<file path="config.mk">
export PLATFORM = sky130hd
export DESIGN_NAME = multicycle_ctrl
export DESIGN_NICKNAME = d
export VERILOG_FILES = /design/src/rtl/multicycle_ctrl.sv
export SDC_FILE = /design/constraint.sdc
export NUM_CORES = 1
export LEC_CHECK = 0
export ABC_AREA = 0
export CAP_MARGIN = 30
export CORE_AREA = 4 4 52 54
export CTS_BUF_LIST = sky130_fd_sc_hd__clkbuf_4
export CTS_CLUSTER_SIZE = 24
export DETAILED_ROUTE_END_ITERATION = 8
export DIE_AREA = 0 0 56 58
export MAX_ROUTING_LAYER = met4
export PLACE_DENSITY = 0.54
export RECOVER_POWER = 100
export SETUP_SLACK_MARGIN = 0.3
export SYNTH_ARGS = -nofsm -noshare
export SYNTH_HDL_FRONTEND = slang
export SYNTH_SLANG_ARGS = --single-unit
export TNS_END_PERCENT = 5
</file>
<file path="constraint.sdc">
create_clock -name clk -period 1.5 [get_ports clk]
set_input_delay 0.3 -clock clk [delete_from_list [all_inputs] [get_ports clk]]
set_output_delay 0.3 -clock clk [all_outputs]
set_load 0.03 [all_outputs]
</file>
<file path="src/rtl/multicycle_ctrl.sv">
// Multicycle control FSM for the 8-bit MIPS datapath: byte-wise fetch, decode,
// execute, memory and writeback sequencing with Moore-decoded control outputs.
module multicycle_ctrl (
  input  logic       clk,
  input  logic       reset,
  input  logic [5:0] op,
  input  logic       zero,
  output logic       memread,
  output logic       memwrite,
  output logic       alusrca,
  output logic [1:0] alusrcb,
  output logic [1:0] aluop,
  output logic [1:0] pcsource,
  output logic       iord,
  output logic       memtoreg,
  output logic       regdst,
  output logic       regwrite,
  output logic [3:0] irwrite,
  output logic       pcen,
  output logic [3:0] state
);

  typedef enum logic [3:0] {
    FETCH1  = 4'd0,  FETCH2  = 4'd1,  FETCH3 = 4'd2,  FETCH4 = 4'd3,
    DECODE  = 4'd4,  MEMADR  = 4'd5,  LBRD   = 4'd6,  LBWR   = 4'd7,
    SBWR    = 4'd8,  RTYPEEX = 4'd9,  RTYPEWR = 4'd10, BEQEX = 4'd11,
    JEX     = 4'd12, ADDIEX  = 4'd13, ADDIWR  = 4'd14
  } state_t;

  localparam logic [5:0] OP_LB   = 6'b100000;
  localparam logic [5:0] OP_SB   = 6'b101000;
  localparam logic [5:0] OP_RTYP = 6'b000000;
  localparam logic [5:0] OP_BEQ  = 6'b000100;
  localparam logic [5:0] OP_J    = 6'b000010;
  localparam logic [5:0] OP_ADDI = 6'b001000;

  state_t r_state;
  state_t w_next;
  logic   w_pcwrite;
  logic   w_pcwritecond;

  always_ff @(posedge clk) begin
    if (reset) r_state <= FETCH1;
    else       r_state <= w_next;
  end

  always_comb begin
    w_next = FETCH1;
    case (r_state)
      FETCH1:  w_next = FETCH2;
      FETCH2:  w_next = FETCH3;
      FETCH3:  w_next = FETCH4;
      FETCH4:  w_next = DECODE;
      DECODE: begin
        case (op)
          OP_LB, OP_SB: w_next = MEMADR;
          OP_RTYP:      w_next = RTYPEEX;
          OP_BEQ:       w_next = BEQEX;
          OP_J:         w_next = JEX;
          OP_ADDI:      w_next = ADDIEX;
          default:      w_next = FETCH1;
        endcase
      end
      MEMADR: begin
        if      (op == OP_LB) w_next = LBRD;
        else if (op == OP_SB) w_next = SBWR;
        else                  w_next = FETCH1;
      end
      LBRD:    w_next = LBWR;
      RTYPEEX: w_next = RTYPEWR;
      ADDIEX:  w_next = ADDIWR;
      default: w_next = FETCH1;
    endcase
  end

  // Outputs are held low during reset so no downstream flop can update.
  always_comb begin
    memread       = 1'b0;
    memwrite      = 1'b0;
    alusrca       = 1'b0;
    alusrcb       = 2'b00;
    aluop         = 2'b00;
    pcsource      = 2'b00;
    iord          = 1'b0;
    memtoreg      = 1'b0;
    regdst        = 1'b0;
    regwrite      = 1'b0;
    irwrite       = 4'b0000;
    w_pcwrite     = 1'b0;
    w_pcwritecond = 1'b0;
    if (!reset) begin
      case (r_state)
        FETCH1, FETCH2, FETCH3, FETCH4: begin
          memread   = 1'b1;
          alusrcb   = 2'b01;
          w_pcwrite = 1'b1;
          irwrite   = 4'b0001 << r_state[1:0];
        end
        DECODE:  alusrcb = 2'b11;
        MEMADR: begin
          alusrca = 1'b1;
          alusrcb = 2'b10;
        end
        LBRD: begin
          memread = 1'b1;
          iord    = 1'b1;
        end
        LBWR: begin
          regwrite = 1'b1;
          memtoreg = 1'b1;
        end
        SBWR: begin
          memwrite = 1'b1;
          iord     = 1'b1;
        end
        RTYPEEX: begin
          alusrca = 1'b1;
          aluop   = 2'b10;
        end
        RTYPEWR: begin
          regdst   = 1'b1;
          regwrite = 1'b1;
        end
        BEQEX: begin
          alusrca       = 1'b1;
          aluop         = 2'b01;
          w_pcwritecond = 1'b1;
          pcsource      = 2'b01;
        end
        JEX: begin
          w_pcwrite = 1'b1;
          pcsource  = 2'b10;
        end
        ADDIEX: begin
          alusrca = 1'b1;
          alusrcb = 2'b10;
        end
        ADDIWR:  regwrite = 1'b1;
        default: ;
      endcase
    end
  end

  assign pcen  = w_pcwrite | (w_pcwritecond & zero);
  assign state = r_state;

endmodule

</file>
==> key figures <==
Synthesis
  • Top cell type by total area after synthesis: dfxtp_1
  • Synth unique cells: 34
  • Warnings, synthesis: 0
  • Post-Syn Area: 546 um^2
  • Syn Area/Cell: 6.73 um^2
  • Synth top area share: 14.7%
  • Post-synthesis register bit count: 4
  • Syn_nets: 90
  • Post-Synthesis Cells: 81
  • Largest cells by area after synthesis: dfxtp_1 (15%), nor3_1 (10%), nor2_1 (7.6%)
  • Post-synthesis sequential area ratio: 14.7%

Timing
  • Fin Clk Skew: 0.0000731 ns
  • Slew HR: 80.9%
  • # setup viols final: 16
  • Total negative slack: -0.909 ns
  • Worst slew pin tran: 0.285 ns
  • Final Hold Fails: 0
  • Fin crit period: 1.62 ns
  • Hold slack: 0.440 ns
  • Fmax: 617 MHz
  • Final WS setup: -0.121 ns
  • RSZ-0062 raised after global routing: yes
  • Fin crit share: 108%
  • Slew Limit Fails: 0

Setup path
  • Slowest cell on crit path: or3_4
  • Worst path cell trace: or3_4 > nor3_2 > buf_4
  • Crit-path max cell delay: 0.41 ns
  • Worst Path Buf+Inv: 1
  • CP startpoint kind: register
  • CP arrival: 1.32 ns
  • Setup crit end kind: output pin
  • Top delay family on crit path: simple AND/OR/NAND/NOR gates
  • CP Class: reg2out
  • Critical path peak fanout: 5
  • Worst endpoint required time: 1.20 ns

Clocking
  • Worst-Skew Late Latency: 0.24 ns
  • H-Tree Depth: 1
  • CTS tree: done
  • Root buf cell: clkbuf_4
  • CTS Hold Bufs: 0
  • CTS Buf Count: 3
  • Clock sinks: 4
  • CTS clk-pin slew, worst paths: 0.04 ns
  • CTS max path bufs: 2

Routing
  • Via Count: 831
  • Final WL: 2.22 mm
  • Starting DRT DRC Count: 16
  • DRC viols: 0
  • Top sig layer: met4
  • DRT met1 WL: 954 um
  • Detail Route Antenna Nets: 0
  • Pre-Repair DR Iteration Count: 5
  • Met3 wire length: 138 um
  • DR WL/cell: 13.4 um
  • Met2 WL: 1.09 mm
  • Vias per cell: 5.01

Final layout
  • Final Net Count: 148
  • Area grow syn2layout: 149%
  • Most frequent cells in the layout: buf_4 (32), buf_6 (17), nor2_1 (7)
  • Seq. cell area: 92.6 um^2
  • Layout cell share with drive strength beyond 1: 70.3%
  • Fin util: 61.5%
  • Fillers: 193
  • Max reg flops: 4
  • Area of the multi-input gates: 636 um^2
  • N_diodes: 0
  • Commonest non-fill, non-tap cell in the layout: buf_4

Global routing
  • Vias in the first global route: 821
  • Largest net degree at the start of global routing: 13
  • First-pass GRT wire length: 3.62 mm
  • Overflow after GRT: 0
  • Tot GR Track Use: 14.3%
  • Antenna violations before repair: 0

Placement
  • # port buffers: 30
  • Hpwl dp: 1.61 mm
  • Global placer's final weighted congestion: 0.775

Floorplanning
  • Die height: 58 um
  • FP Rows: 17
  • Ports: 31
  • Initial Util: 24.7%
  • Die Width: 56 um
  • Die ar.: 3250 um^2
  • Placeable core area: 2210 um^2

Pwr
  • Switching Share: 39.2%
  • P_leak: 0.555 nW
  • Gate power share: 55.6%
  • Internal: 0.424 mW
  • Power density cells: 513 nW/um^2
  • Reg power frac: 19.0%
  • Clock power share: 25.4%
  • Worst VDD drop: 0.345 mV
  • Sw power: 0.274 mW

Status
  • Status: finished, violations left
  • Violated checks: negative setup slack

Flow run
  • Maxcap violations: 0

Hold path
  • HP Class: in2reg
[cells in the mapped netlist]
cell       count
a2111oi_0      1
a211oi_1       2
a21oi_1        7
a311oi_1       1
a31oi_1        1
a32oi_1        1
a41oi_1        1
and2b_1        1
buf_2          1
buf_4          1
buf_6          2
clkbuf_1       3
clkbuf_4       1
dfxtp_1        4
inv_1          1
maj3_1         1
mux2_2         1
nand2_1        6
nand2b_1       4
nand3_1        1
nand3_2        1
nand4_1        1
nor2_1        11
nor2b_1        2
nor3_1        11
nor3b_1        1
nor4_1         4
nor4_4         1
nor4b_1        1
o21a_1         2
o21ai_0        2
o22a_1         1
or3_1          1
or3_2          1
[through the flow]
step	instance area [um^2]	std cells	setup WS, ns	power [mW]
after global routing	1360	166	-0.162	0.740
after CTS	1300	161	-0.126	0.670
after floorplan	737	81	-0.124	0.316
final	1360	166	-0.121	0.698
after global placement	1150	153	-0.258	0.452
after detailed placement	1150	153	-0.273	0.451
[timing repair]
action / 4_1_cts / 5_1_grt
resized for setup: 34 / 10
buffers inserted: 4 / 5
pin swaps: 8 / 5
setup endpoints to repair: 24 / 26
hold endpoints to repair: 0 / 0
cloned: 0 / 0
[per-layer routing]
layer  vias to the layer above  track usage, %
met1                       375            17.8
met3                         4            2.23
li1                        416               -
met2                        36            23.4
met5                         -               -
met4                         0            5.08
[area by class of cell]
cell class	instances	share of cell area, %
flip-flops and latches	4	6.81
inverters	1	0.276
multi-input cells	68	46.7
well taps	28	2.58
repair buffers	61	41.4
clock buffers	4	2.21
[power by group through the flow]
stage	logic, mW	clock network [mW]	registers (mW)
2_1_floorplan	0.175	0	0.141
3_3_place_gp	0.314	0	0.137
3_5_place_dp	0.315	0	0.136
4_1_cts	0.362	0.175	0.132
5_1_grt	0.413	0.193	0.134
6_report	0.388	0.177	0.133
[worst register-to-register path: stages, from the launching register on]
cell and delay [ns]:
dfxtp_4 0.36, buf_6 0.13, buf_4 0.13, nor4b_2 0.25, a32oi_1 0.16, nor2_1 0.12, o21a_1 0.13
[cells by family after synthesis]
| logic type | count (synthesis) | synth area share, % |
|---|---|---|
| multiplexers | 1 | 2.06 |
| AND/OR/NAND/NOR | 47 | 47.9 |
| buffers and inverters | 9 | 10.5 |
| adder cells (fa/ha/maj) | 1 | 1.83 |
| flip-flops | 4 | 14.7 |
| AO/OA/AOI/OAI | 19 | 22.9 |
[final timing paths]
| path | from | end | slack [ns] | depth (start not counted) |
|---|---|---|---|---|
| max | state[0] | irwrite[0] | -0.12 | 3 |
| min | reset | state[0] | 0.44 | 3 |
| max reg2reg | state[0] | state[1] | 0.16 | 6 |
| min reg2reg | state[0] | state[0] | 0.60 | 2 |
Note: power is estimated with default switching activity, not from simulation.
